**config.mk**
```make
export PLATFORM = sky130hd
export DESIGN_NAME = mem_port_arbiter
export DESIGN_NICKNAME = d
export VERILOG_FILES = /design/src/rtl/pipe_mem_pkg.sv /design/src/rtl/fetch_buf1.sv /design/src/rtl/mem_port_arbiter.sv
export SDC_FILE = /design/constraint.sdc
export NUM_CORES = 1
export LEC_CHECK = 0
export CORE_MARGIN = 4
export CORE_UTILIZATION = 51
export CTS_BUF_LIST = sky130_fd_sc_hd__clkbuf_2
export DETAILED_ROUTE_END_ITERATION = 16
export PLACE_DENSITY = 0.89
export SYNTH_ARGS = -nofsm -noshare
export SYNTH_HDL_FRONTEND = slang
export SYNTH_SLANG_ARGS = --single-unit
```
**constraint.sdc**
```tcl
create_clock -name clk -period 7.15 [get_ports clk]
set_input_delay 1.43 -clock clk [delete_from_list [all_inputs] [get_ports clk]]
set_output_delay 1.43 -clock clk [all_outputs]
set_load 0.1 [all_outputs]
```
**src/rtl/pipe_mem_pkg.sv**
```systemverilog
// Shared types and helpers for the instruction/data memory port arbiter.
package pipe_mem_pkg;

  typedef enum logic [1:0] {
    IDLE  = 2'd0,
    ISSUE = 2'd1,
    WAIT  = 2'd2,
    DONE  = 2'd3
  } arb_state_e;

  localparam logic OWN_IF   = 1'b0;
  localparam logic OWN_DATA = 1'b1;

  // Wide enough to hold any value 0..mem_lat.
  function automatic int cnt_width(input int mem_lat);
    return $clog2(mem_lat + 1);
  endfunction

endpackage

```
**src/rtl/fetch_buf1.sv**
```systemverilog
// One-entry fetch buffer: remembers the last completed fetch so a frozen
// front end can re-read it without touching memory.
module fetch_buf1 #(
  parameter int ADDR_W = 32,
  parameter int DATA_W = 32
) (
  input  logic              clk,
  input  logic              reset,
  input  logic              fill,
  input  logic [ADDR_W-1:0] fill_addr,
  input  logic [DATA_W-1:0] fill_data,
  input  logic              lookup_req,
  input  logic [ADDR_W-1:0] lookup_addr,
  input  logic              flush,
  output logic              hit,
  output logic [DATA_W-1:0] hit_data
);

  logic              buf_valid_q, buf_valid_d;
  logic [ADDR_W-1:0] buf_addr_q, buf_addr_d;
  logic [DATA_W-1:0] buf_data_q, buf_data_d;

  assign hit      = buf_valid_q & lookup_req & (lookup_addr == buf_addr_q) & ~flush;
  assign hit_data = buf_data_q;

  always_comb begin
    buf_valid_d = buf_valid_q;
    buf_addr_d  = buf_addr_q;
    buf_data_d  = buf_data_q;
    if (fill) begin
      buf_valid_d = 1'b1;
      buf_addr_d  = fill_addr;
      buf_data_d  = fill_data;
    end else if (flush | (lookup_req & (lookup_addr != buf_addr_q))) begin
      // Any redirect or move to a new address makes the entry stale.
      buf_valid_d = 1'b0;
    end
  end

  always_ff @(posedge clk) begin
    if (reset) begin
      buf_valid_q <= 1'b0;
      buf_addr_q  <= '0;
      buf_data_q  <= '0;
    end else begin
      buf_valid_q <= buf_valid_d;
      buf_addr_q  <= buf_addr_d;
      buf_data_q  <= buf_data_d;
    end
  end

endmodule

```
**src/rtl/mem_port_arbiter.sv**
```systemverilog
// Shares a single-port fixed-latency memory between instruction fetch and
// MEM-stage data access; data wins, every access runs IDLE->ISSUE->WAIT->DONE.
module mem_port_arbiter
  import pipe_mem_pkg::*;
#(
  parameter int MEM_LAT = 2,
  parameter int ADDR_W  = 32,
  parameter int DATA_W  = 32
) (
  input  logic              clk,
  input  logic              reset,
  input  logic              if_req,
  input  logic [ADDR_W-1:0] if_addr,
  input  logic              if_flush,
  output logic              if_valid,
  output logic [DATA_W-1:0] if_rdata,
  output logic              stall_if,
  input  logic              dm_req,
  input  logic              dm_wen,
  input  logic [ADDR_W-1:0] dm_addr,
  input  logic [DATA_W-1:0] dm_wdata,
  output logic              dm_valid,
  output logic [DATA_W-1:0] dm_rdata,
  output logic              stall_mem,
  output logic              mem_en,
  output logic              mem_we,
  output logic [ADDR_W-1:0] mem_addr,
  output logic [DATA_W-1:0] mem_wdata,
  input  logic [DATA_W-1:0] mem_rdata
);

  localparam int CNT_W = cnt_width(MEM_LAT);

  arb_state_e        state_q, state_d;
  logic [CNT_W-1:0]  cnt_q, cnt_d;
  logic              owner_q, owner_d;
  logic              cancel_q, cancel_d;
  logic              wen_q, wen_d;
  logic [ADDR_W-1:0] mem_addr_q, mem_addr_d;
  logic [DATA_W-1:0] mem_wdata_q, mem_wdata_d;
  logic [DATA_W-1:0] dm_rdata_q, dm_rdata_d;
  logic [DATA_W-1:0] if_rdata_q, if_rdata_d;

  logic              buf_hit;
  logic [DATA_W-1:0] buf_data;
  logic              buf_fill;
  logic              fetch_pending;

  fetch_buf1 #(
    .ADDR_W(ADDR_W),
    .DATA_W(DATA_W)
  ) u_fetch_buf (
    .clk        (clk),
    .reset      (reset),
    .fill       (buf_fill),
    .fill_addr  (mem_addr_q),
    .fill_data  (mem_rdata),
    .lookup_req (if_req),
    .lookup_addr(if_addr),
    .flush      (if_flush),
    .hit        (buf_hit),
    .hit_data   (buf_data)
  );

  assign fetch_pending = if_req & ~if_flush & ~buf_hit;

  always_comb begin
    state_d     = state_q;
    cnt_d       = cnt_q;
    owner_d     = owner_q;
    cancel_d    = cancel_q;
    wen_d       = wen_q;
    mem_addr_d  = mem_addr_q;
    mem_wdata_d = mem_wdata_q;
    dm_rdata_d  = dm_rdata_q;
    if_rdata_d  = if_rdata_q;
    buf_fill    = 1'b0;
    mem_en      = 1'b0;
    mem_we      = 1'b0;
    dm_valid    = 1'b0;
    dm_rdata    = dm_rdata_q;
    // A buffer hit is served in any state, independent of the memory FSM.
    if_valid    = buf_hit;
    if_rdata    = buf_hit ? buf_data : if_rdata_q;

    unique case (state_q)
      IDLE: begin
        cancel_d = 1'b0;
        if (dm_req) begin
          mem_addr_d  = dm_addr;
          mem_wdata_d = dm_wdata;
          wen_d       = dm_wen;
          owner_d     = OWN_DATA;
          state_d     = ISSUE;
        end else if (fetch_pending) begin
          mem_addr_d = if_addr;
          wen_d      = 1'b0;
          owner_d    = OWN_IF;
          state_d    = ISSUE;
        end
      end
      ISSUE: begin
        mem_en  = 1'b1;
        mem_we  = wen_q;
        cnt_d   = CNT_W'(MEM_LAT - 1);
        state_d = (MEM_LAT == 1) ? DONE : WAIT;
        if ((owner_q == OWN_IF) && if_flush) cancel_d = 1'b1;
      end
      WAIT: begin
        cnt_d = cnt_q - CNT_W'(1);
        if (cnt_q == CNT_W'(1)) state_d = DONE;
        if ((owner_q == OWN_IF) && if_flush) cancel_d = 1'b1;
      end
      DONE: begin
        state_d = IDLE;
        if (owner_q == OWN_DATA) begin
          dm_valid = 1'b1;
          if (!wen_q) begin
            dm_rdata   = mem_rdata;
            dm_rdata_d = mem_rdata;
          end
        end else if (!cancel_q && !if_flush) begin
          if_valid   = 1'b1;
          if_rdata   = mem_rdata;
          if_rdata_d = mem_rdata;
          buf_fill   = 1'b1;
        end
      end
      default: state_d = IDLE;
    endcase
  end

  assign mem_addr  = mem_addr_q;
  assign mem_wdata = mem_wdata_q;
  assign stall_mem = dm_req & ~dm_valid;
  assign stall_if  = if_req & ~if_valid & ~if_flush;

  always_ff @(posedge clk) begin
    if (reset) begin
      state_q     <= IDLE;
      cnt_q       <= '0;
      owner_q     <= OWN_IF;
      cancel_q    <= 1'b0;
      wen_q       <= 1'b0;
      mem_addr_q  <= '0;
      mem_wdata_q <= '0;
      dm_rdata_q  <= '0;
      if_rdata_q  <= '0;
    end else begin
      state_q     <= state_d;
      cnt_q       <= cnt_d;
      owner_q     <= owner_d;
      cancel_q    <= cancel_d;
      wen_q       <= wen_d;
      mem_addr_q  <= mem_addr_d;
      mem_wdata_q <= mem_wdata_d;
      dm_rdata_q  <= dm_rdata_d;
      if_rdata_q  <= if_rdata_d;
    end
  end

endmodule

```
==> metrics.md <==
| Metric | Value |
|---|---|
| F_max | 0.183 GHz |
| Total gr overflow | 0 |
| Row count | 44 |
| CP Cell Sequence | clkdlybuf4s50_1, inv_1, and3_2, nand2_1, nand2_1, clkdlybuf4s50_1 |
| IO Port Bufs | 267 |
| Vias in the first global route | 6989 |
| Mapped Cells | 914 |
| Setup Crit Path Kind | in -> out |
| Vias per std cell | 5.53 |
| # Post-CTS Setup Buffers | 0 |
| Min-delay worst type | reg -> reg |
| Pins Over Slew Limit | 0 |
| Placeable Area | 0.0147 sq mm |
| Vias | 7425 |
| GPL Wtd Cong | 0.825 |
| CTS Buf Count | 17 |
| Final Skew | 0.0340 ns |
| Ys Warns | 0 |
| Die Span X | 131 um |
| Sequential share of the synthesized area | 0.433 |
| Wire length per cell | 17.7 um |
| Leak pwr | 4.22 nW |
| Synth Area per Inst | 8.50 sq um |
| Full die area | 0.0173 sq mm |
| Post-CTS Resized | 0 |
| Critical R2R Launch | u_fetch_buf.buf_addr_q[28]$_SDFFE_PP0P_ |
| First-pass GRT wire length | 37100 um |
| Reg2reg path depth | 6 |
| Final setup viols | 0 |
| Share of cells above drive strength 1 | 0.101 |
| Hold Fails Final Rpt | 0 |
| First-pass DRT Iterations | 7 |
| Nets | 1284 |
| Largest net degree at the start of global routing | 75 |
| DP HPWL | 17000 um |
| Reg clk slew, reported paths | 0.21 ns |
| Final setup TNS | 0 ns |
| Post-synth top flop | dfxtp_1 |
| CTS tree | yes |
| Fillcell total | 1122 |
| Maxcap violations | 0 |
| H-Tree Depth | 4 |
| Share of synthesized registers carrying an async set or reset | 0 |
| Setup crit end kind | output pin |
| EDFF count, synth | 0 |
| Worst-path maximum fanout | 33 |
| Actual slew at the worst max-slew pin | 1.12 ns |
| Minimum clock period | 5.48 ns |
| Final WS setup | 1.67 ns |
| Peak VDD IR | 0.296 mV |
| Area growth, synth to finish | 38.4% |
| Top cell type's share of synthesized area | 0.433 |
| RR Endpoint | mem_addr[23]$_SDFFE_PP0P_ |
| Gr usage total | 0.264 |
| Largest stage delay on the critical path | 1.15 ns |
| Crit path launch | if_flush |
| Initial Utilization | 0.528 |
| CP Launch Type | input pin |
| Cell taking the most area after synthesis | dfxtp_1 |
| WP data arrival | 4.05 ns |
| PD cells | 305 mW/mm^2 |
| Initial DRC Count | 492 |
| Worst path slowest cell | clkdlybuf4s50_1 |
| RSZ-0062 raised after global routing | false |
| Pre-CTS WS | 1.69 ns |
| Initial antenna violation count | 1 |
| Number of buffers on the longest clock path | 2 |
| Synthesized Nets | 1053 |
| Setup slack, reg-to-reg | 4.04 ns |
| Top Ports | 268 |
| Netlist cell types | 34 |
| CTS hold repair buffers | 0 |
| Crit share post-route | 0.766 |
| Clk sinks | 168 |
| Clock root buffer master | clkbuf_2 |
| Die H | 131 um |
| Drt total wl | 23800 um |
| Mapped Area | 0.00777 sq mm |
| DRC violations left | 0 |
| Outcome | finished, final reports clean |
| Detail Route Antenna Nets | 0 |
| Slew margin rel. | 0.250 |
| Ranking of synthesized cells by area | dfxtp_1 43%, nand2_1 11%, a21oi_1 6.4%, o221ai_2 5.8%, mux2_2 4.6% |
| Latest clock arrival within the worst-skew pair | 0.75 ns |
| Seq cells post-synth | 168 |
| CP endpoint | if_rdata[28] |
| CP required | 5.72 ns |
==> worst min path at each step <==
stage	startpoint	to	slack (ns)	cells past startpoint
after global placement	mem_wdata[19]$_SDFFE_PP0P_	mem_wdata[19]$_SDFFE_PP0P_	0.44	2
after global routing	mem_wdata[6]$_SDFFE_PP0P_	mem_wdata[6]$_SDFFE_PP0P_	0.49	2
after detailed placement	mem_wdata[5]$_SDFFE_PP0P_	mem_wdata[5]$_SDFFE_PP0P_	0.45	2
after floorplan	if_rdata_q[0]$_SDFFE_PP0P_	if_rdata_q[0]$_SDFFE_PP0P_	0.44	2
after CTS	mem_wdata[31]$_SDFFE_PP0P_	mem_wdata[31]$_SDFFE_PP0P_	0.47	2
final	mem_wdata[31]$_SDFFE_PP0P_	mem_wdata[31]$_SDFFE_PP0P_	0.47	2
==> report_power, final <==
| group | internal, W | total, W | switching [W] |
|---|---|---|---|
| sequential | 0.00105 | 0.00114 | 0.0000933 |
| clock | 0.000163 | 0.000506 | 0.000343 |
| combinational | 0.000438 | 0.00163 | 0.00119 |
| total | 0.00165 | 0.00327 | 0.00162 |
==> Yosys cell counts (all sizes together) (2+ instances only) <==
cell type,n
a21o,32
a21oi,99
a22oi,33
a31oi,2
and2,3
buf,15
clkbuf,52
dfxtp,168
ha,5
inv,38
mux2,32
mux2i,33
nand2,228
nand2b,5
nand3,37
nand4,2
nor2,12
nor2b,33
nor3,2
nor4,7
o21ai,5
o221ai,32
or3,2
xor2,32
==> state kept, by name (all words and copies together), names as in the netlist <==
register / flops
cnt_q: 2
wen_q: 1
cancel_q: 1
u_fetch_buf.buf_valid_q: 1
owner_q: 1
mem_addr: 32
state_q: 2
mem_wdata: 32
u_fetch_buf.hit_data: 1
if_rdata_q: 31
dm_rdata_q: 32
u_fetch_buf.buf_addr_q: 32
==> cells in the final DEF, fill, tap and decap left out, types with 2 or more instances in the layout <==
cell type	n
clkdlybuf4s50_1	263
nand2_1	228
dfxtp_1	168
a21oi_1	99
inv_1	38
nand3_1	36
mux2i_1	33
nor2b_1	33
a22oi_1	33
mux2_2	32
xor2_1	32
a21o_1	32
o221ai_2	30
clkbuf_2	18
buf_4	14
nor2_1	11
nor4_1	6
nand2b_1	5
ha_1	5
clkinvlp_4	5
o21ai_0	3
and2_1	2
nand4_1	2
nor3_1	2
a31oi_1	2
o221ai_1	2
bufinv_16	2
inv_6	2
clkinv_2	2
==> area by class of cell <==
| type | instances | area (sq um) | area share |
|---|---|---|---|
| Inverter | 38 | 143 | 0.0133 |
| Clock inverter | 14 | 149 | 0.0138 |
| Timing Repair Buffer | 279 | 2760 | 0.257 |
| Antenna cell | 1 | 2.50 | 0.000233 |
| Sequential cell | 168 | 3360 | 0.313 |
| Clock buffer | 18 | 90.1 | 0.00838 |
| Multi-Input combinational cell | 641 | 4010 | 0.373 |
| Tap cell | 184 | 230 | 0.0214 |
==> critical path: cells and delay by family <==
kind | cells | cell delay, ns
buf+inv | 3 | 1.72
simple gates | 3 | 0.88
==> metal layers <==
layer	track usage	vias up	share of wire
li1	-	3585	-
met4	0.105	0	0.028
met3	0.0585	43	0.064
met5	0	-	0
met1	0.333	3483	0.42
met2	0.442	314	0.49
==> per-stage QoR <==
stage / area (sq um) / total power, W / hold WS, ns / util / instances
after floorplan: 7770 / 0.00236 / 0.444 / - / 914
after global placement: 10500 / 0.00276 / 0.441 / 0.715 / 1310
after detailed placement: 10500 / 0.00279 / 0.445 / 0.715 / 1310
after CTS: 10700 / 0.00329 / 0.470 / 0.731 / 1342
after global routing: 10800 / 0.00341 / 0.489 / 0.731 / 1343
final: 10800 / 0.00327 / 0.468 / 0.731 / 1343
==> logic make-up after synthesis <==
group,count (synthesis),share of synthesized area
compound gates,207,0.195
xor+xnor,32,0.0361
fa+ha+maj,5,0.00806
buf+inv,105,0.0538
flops,168,0.433
mux,65,0.0889
simple gates,332,0.185
Note: power is estimated with default switching activity, not from simulation.
